==> config.mk <==
export PLATFORM = sky130hd
export DESIGN_NAME = regfile_wb_scheduler
export DESIGN_NICKNAME = d
export VERILOG_FILES = /design/src/rtl/regfile_pkg.sv /design/src/rtl/rr_arbiter2.sv /design/src/rtl/regfile_wb_scheduler.sv
export SDC_FILE = /design/constraint.sdc
export NUM_CORES = 1
export LEC_CHECK = 0
export BUFFER_PORTS_ARGS = -buffer_cell sky130_fd_sc_hd__clkbuf_2
export CAP_MARGIN = 20
export CORE_MARGIN = 2
export CORE_UTILIZATION = 28
export DETAILED_ROUTE_END_ITERATION = 6
export GPL_ROUTABILITY_DRIVEN = 0
export REMOVE_ABC_BUFFERS = 1
export SYNTH_ARGS = -nofsm -noshare
export SYNTH_HDL_FRONTEND = slang
export SYNTH_SLANG_ARGS = --single-unit
==> constraint.sdc <==
create_clock -name clk -period 1.7 [get_ports clk]
set_input_delay 0.085 -clock clk [delete_from_list [all_inputs] [get_ports clk]]
set_output_delay 0.085 -clock clk [all_outputs]
set_load 0.005 [all_outputs]
==> src/rtl/regfile_pkg.sv <==
// Shared definitions for the register-file writeback scheduler.
//   NUM_REGS / REG_IDX_W : architectural register count and index width
//   src_e                : writeback source (A = single-cycle ALU, B = long-latency unit)
//   wb_tag_t             : destination/source tag carried alongside writeback data
package regfile_pkg;

  localparam int unsigned NUM_REGS  = 32;
  localparam int unsigned REG_IDX_W = 5;

  typedef enum logic {
    SRC_A = 1'b0,
    SRC_B = 1'b1
  } src_e;

  typedef struct packed {
    logic [REG_IDX_W-1:0] rd;
    src_e                 src;
  } wb_tag_t;

endpackage

==> src/rtl/rr_arbiter2.sv <==
// Two-way round-robin arbiter.
//   clk, rstn : clock, synchronous active-low reset
//   req[1:0]  : request vector, bit 0 = source A, bit 1 = source B
//   accept    : the current grant is taken this cycle (advances the pointer)
//   grant[1:0]: one-hot combinational grant, forced to zero during reset
module rr_arbiter2
  import regfile_pkg::*;
(
  input  logic       clk,
  input  logic       rstn,
  input  logic [1:0] req,
  input  logic       accept,
  output logic [1:0] grant
);

  src_e r_last;
  logic w_pick_a;

  // Under contention the source that did not win last time goes first.
  always_comb begin
    w_pick_a = req[0] && (!req[1] || (r_last == SRC_B));
    grant    = 2'b00;
    if (rstn) begin
      grant[0] = w_pick_a;
      grant[1] = req[1] && !w_pick_a;
    end
  end

  // Reset leaves B as last winner so A wins the first contention.
  always_ff @(posedge clk) begin
    if (!rstn) begin
      r_last <= SRC_B;
    end else if (accept && (grant != 2'b00)) begin
      r_last <= grant[1] ? SRC_B : SRC_A;
    end
  end

endmodule

==> src/rtl/regfile_wb_scheduler.sv <==
// Register-file writeback scheduler with a pending-write scoreboard.
//   clk, rstn                    : clock, synchronous active-low reset
//   a_valid/a_rd/a_data, a_ready : source A writeback request / accept
//   b_valid/b_rd/b_data, b_ready : source B writeback request / accept
//   issue_valid/issue_rd         : long-latency issue marking rd pending
//   issue_ready                  : issue accepted (rd is 0 or not already pending)
//   rs1/rs2/rd_chk, hazard       : decode-stage hazard lookup (combinational)
//   wb_en/wb_rd/wb_data          : registered register-file write port
//   busy_vec                     : scoreboard, bit n = register n pending
module regfile_wb_scheduler
  import regfile_pkg::*;
#(
  parameter int unsigned XLEN = 64
) (
  input  logic                 clk,
  input  logic                 rstn,
  input  logic                 a_valid,
  input  logic [REG_IDX_W-1:0] a_rd,
  input  logic [XLEN-1:0]      a_data,
  output logic                 a_ready,
  input  logic                 b_valid,
  input  logic [REG_IDX_W-1:0] b_rd,
  input  logic [XLEN-1:0]      b_data,
  output logic                 b_ready,
  input  logic                 issue_valid,
  input  logic [REG_IDX_W-1:0] issue_rd,
  output logic                 issue_ready,
  input  logic [REG_IDX_W-1:0] rs1,
  input  logic [REG_IDX_W-1:0] rs2,
  input  logic [REG_IDX_W-1:0] rd_chk,
  output logic                 hazard,
  output logic                 wb_en,
  output logic [REG_IDX_W-1:0] wb_rd,
  output logic [XLEN-1:0]      wb_data,
  output logic [NUM_REGS-1:0]  busy_vec
);

  logic [1:0]          w_grant;
  logic                w_accept;
  logic                w_issue_acc;
  logic [NUM_REGS-1:0] w_busy_nxt;

  logic                r_wb_en;
  wb_tag_t             r_wb_tag;
  logic [XLEN-1:0]     r_wb_data;
  logic [NUM_REGS-1:0] r_busy;

  rr_arbiter2 u_arb (
    .clk    (clk),
    .rstn   (rstn),
    .req    ({b_valid, a_valid}),
    .accept (w_accept),
    .grant  (w_grant)
  );

  // Grants imply valid, so any grant is an acceptance.
  assign w_accept = w_grant != 2'b00;
  assign a_ready  = w_grant[0];
  assign b_ready  = w_grant[1];

  // WAW block: a second long-latency op may not target a still-pending register.
  assign issue_ready = rstn && ((issue_rd == '0) || !r_busy[issue_rd]);
  assign w_issue_acc = issue_valid && issue_ready;

  assign hazard = r_busy[rs1] || r_busy[rs2] || r_busy[rd_chk];

  // Clear on a B writeback, then set on issue so a same-edge set wins.
  always_comb begin
    w_busy_nxt = r_busy;
    if (r_wb_en && (r_wb_tag.src == SRC_B)) begin
      w_busy_nxt[r_wb_tag.rd] = 1'b0;
    end
    if (w_issue_acc && (issue_rd != '0)) begin
      w_busy_nxt[issue_rd] = 1'b1;
    end
    w_busy_nxt[0] = 1'b0;
  end

  always_ff @(posedge clk) begin
    if (!rstn) begin
      r_busy <= '0;
    end else begin
      r_busy <= w_busy_nxt;
    end
  end

  // Writeback stage: rd/data hold when idle; writes to x0 update rd/data but never enable.
  always_ff @(posedge clk) begin
    if (!rstn) begin
      r_wb_en   <= 1'b0;
      r_wb_tag  <= '{rd: '0, src: SRC_A};
      r_wb_data <= '0;
    end else if (w_accept) begin
      if (w_grant[0]) begin
        r_wb_en   <= a_rd != '0;
        r_wb_tag  <= '{rd: a_rd, src: SRC_A};
        r_wb_data <= a_data;
      end else begin
        r_wb_en   <= b_rd != '0;
        r_wb_tag  <= '{rd: b_rd, src: SRC_B};
        r_wb_data <= b_data;
      end
    end else begin
      r_wb_en <= 1'b0;
    end
  end

  assign wb_en    = r_wb_en;
  assign wb_rd    = r_wb_tag.rd;
  assign wb_data  = r_wb_data;
  assign busy_vec = r_busy;

endmodule

==> impl_metrics.env <==
export IMPL_num_rows=50
export IMPL_yosysTopAreaCell="dfxtp_1"
export IMPL_cts_htree_levels=3
export IMPL_synth_ff_type="dfxtp_1"
export IMPL_numPortBuffers=267
export IMPL_synth_seq_cells=103
export IMPL_drtAntennaViolNets=0
export IMPL_grt_pass1_vias=5197
export IMPL_clkTransAtPathRegs_ps=70
export IMPL_drc=0
export IMPL_fin_util=0.398
export IMPL_worstPathMaxFanout=5
export IMPL_avgSynthCellArea_um2=9.02
export IMPL_synth_edff_count=0
export IMPL_cts_root_buf="clkbuf_16"
export IMPL_grt_max_degree=63
export IMPL_drive_gt1_frac=0.450
export IMPL_core_um2=18600
export IMPL_drt_pre_antenna_iters=5
export IMPL_start_util=0.283
export IMPL_clk_latency_ps=360
export IMPL_p_clk_frac=0.349
export IMPL_switching_share=0.289
export IMPL_routed_via_density=5.18
export IMPL_clkSinkCount=103
export IMPL_die_h_um=141
export IMPL_fin_setup_tns_ps=-656
export IMPL_diodes=0
export IMPL_fillCellCount=1909
export IMPL_required_ps=1620
export IMPL_path_class="reg -> out"
export IMPL_grt_total_usage=0.184
export IMPL_synthTopCellsByArea="dfxtp_1 (39%), o221ai_1 (11%), nor2_1 (11%)"
export IMPL_area_growth_pct=40.5
export IMPL_violations="negative setup slack"
export IMPL_cellInternalPower_mw=4.14
export IMPL_peakVddDrop_mv=0.408
export IMPL_grt_ovfl_total=0
export IMPL_cp_start_kind="flip-flop"
export IMPL_post_drt_wl_per_cell_um=17.2
export IMPL_grt_antenna_before_repair=2
export IMPL_synth_cell_types=48
export IMPL_wl_mm=18.7
export IMPL_ios=269
export IMPL_hold_ws_ps=15.5
export IMPL_pwr_share_seq=0.460
export IMPL_min_path_type="in -> reg"
export IMPL_drtIter0Drc=290
export IMPL_outcome="finished with violations"
export IMPL_hpwl_mm=14.5
export IMPL_max_freq_mhz=492
export IMPL_ctsHoldBuffers=0
export IMPL_synth_top_area_frac=0.392
export IMPL_p_switching_mw=1.68
export IMPL_cts_buffers=9
export IMPL_critPathArrivalTime_ps=1950
export IMPL_dp_cells=1064
export IMPL_p_comb_frac=0.191
export IMPL_ys_seq_area_frac=0.392
export IMPL_finalCriticalPeriod_ps=2030
export IMPL_slew_viol_final=0
export IMPL_via_count=5632
export IMPL_syn_cell_area_um2=5260
export IMPL_setup_slack_ps=-331
export IMPL_die_w_um=141
export IMPL_rsz0062_at_grt="true"
export IMPL_stdcell_count=1088
export IMPL_clk_path_buf_depth=2
export IMPL_synthCells=583
export IMPL_cts_tree="done"
export IMPL_hold_viol=0
export IMPL_die_area_um2=19900
export IMPL_endpoint_kind="output pin"
export IMPL_ys_async_sr_fraction=0
export IMPL_final_nets=1012
export IMPL_power_leakage_nw=3.31
export IMPL_synth_warnings=0
export IMPL_grt_pass1_wl_mm=28.3
export IMPL_finClkSkew_ps=6.80
export IMPL_final_setup_viol_count=2
export IMPL_fin_crit_sh=1.19
export IMPL_drv_cap=0
export IMPL_p_per_area_nw_per_um2=789
[worst max-delay path: stages, from the launching register on]
cell and delay [ps]:
dfxtp_2 330, buf_6 120, mux4_2 450, mux2i_1 170
nor3b_1 80, nor3_1 180, nand4_1 120, buf_2 140
[path summary, 6_finish.rpt]
kind	slack [ps]	to	from	depth (start not counted)
setup / recovery	-330	hazard	busy_vec[7]$_SDFF_PN0_	7
hold reg to reg	470	wb_data[45]$_SDFFE_PN0N_	wb_data[45]$_SDFFE_PN0N_	2
setup reg to reg	220	wb_data[47]$_SDFFE_PN0N_	u_arb.r_last$_SDFFE_PN1N_	7
hold / removal	20	wb_en$_SDFF_PN0_	b_rd[2]	3
[cells in the final DEF, fill, tap and decap left out, types with 3 or more instances in the layout]
cell | synthesis | routed
clkinv_4 | 0 | 3
nand4_1 | 3 | 3
mux2i_1 | 9 | 9
and3b_1 | 4 | 4
nand2_1 | 47 | 45
clkbuf_2 | 0 | 264
a21oi_1 | 4 | 4
inv_1 | 6 | 6
nor3b_1 | 6 | 6
nand2b_1 | 7 | 6
o22ai_1 | 3 | 3
buf_6 | 2 | 4
nor2_1 | 150 | 150
a32o_1 | 28 | 28
o21ai_0 | 3 | 3
mux4_2 | 24 | 24
dfxtp_2 | 0 | 9
mux2_2 | 8 | 6
buf_12 | 0 | 4
clkbuf_16 | 0 | 9
dfxtp_1 | 103 | 93
nand3_1 | 8 | 5
o221ai_1 | 69 | 69
nor3_1 | 11 | 10
nor3_2 | 2 | 3
buf_4 | 7 | 39
[cell type report]
class                   count  area [µm²]  share of cell area
flip-flops and latches    103        2080               0.281
clock buffers              10         239              0.0323
well taps                 234         293              0.0396
inverters                   6        22.5             0.00305
clock inverters             6        51.3             0.00694
repair buffers            313        1750               0.237
multi-input cells         416        2960               0.400
[through the flow]
stage | setup WS, ps | instance area (µm²) | power, mW
6_report | -331 | 7390 | 5.83
5_1_grt | -421 | 7390 | 6.13
4_1_cts | -351 | 7340 | 5.91
3_5_place_dp | -137 | 6970 | 3.85
3_3_place_gp | -118 | 6970 | 3.84
2_1_floorplan | -1910 | 4990 | 3.18
[logic make-up (layout without fill, tap and decap cells)]
logic type	after synthesis	count (layout)	share of synthesized area
AND/OR/NAND/NOR	250	250	0.209
multiplexers	41	41	0.137
AO/OA/AOI/OAI	124	124	0.205
other	1	1	0.000713
buffers and inverters	64	335	0.0557
flip-flops	103	103	0.392
[flip-flops by register name (all words and copies together), names as in the netlist]
name and flops:
busy_vec 31, wb_data 64, wb_rd 5, r_wb_tag 1
wb_en 1, u_arb.r_last 1
[timing repair]
item / 4_1_cts / 5_1_grt
setup buffers: 3 / 5
gates cloned: 0 / 0
setup endpoints to repair: 2 / 2
resized for setup: 19 / 6
pin swaps: 7 / 4
[power by group through the flow]
stage | Sequential [mW] | Combinational, mW | Clock [mW]
final | 2.68 | 1.11 | 2.03
after global routing | 2.70 | 1.23 | 2.19
after CTS | 2.68 | 1.12 | 2.10
after detailed placement | 2.74 | 1.11 | 0
after global placement | 2.73 | 1.11 | 0
after floorplan | 2.74 | 0.437 | 0
[Yosys cell counts (3+ instances only)]
library cell and count:
a21oi_1 4, a32o_1 28, and3b_1 4, buf_2 9, buf_4 7, clkbuf_1 38
dfxtp_1 103, inv_1 6, mux2_2 8, mux2i_1 9, mux4_2 24, nand2_1 47
nand2b_1 7, nand3_1 8, nand4_1 3, nor2_1 150, nor3_1 11, nor3b_1 6
o21ai_0 3, o221ai_1 69, o22ai_1 3
[routing by layer]
layer,track usage,up-vias,routed length (µm)
li1,-,2724,-
met1,0.230,2619,7800
met2,0.315,257,9270
met3,0.0316,28,1240
met4,0.0758,4,401
met5,0,-,27
(Power assumes the default switching activity.)
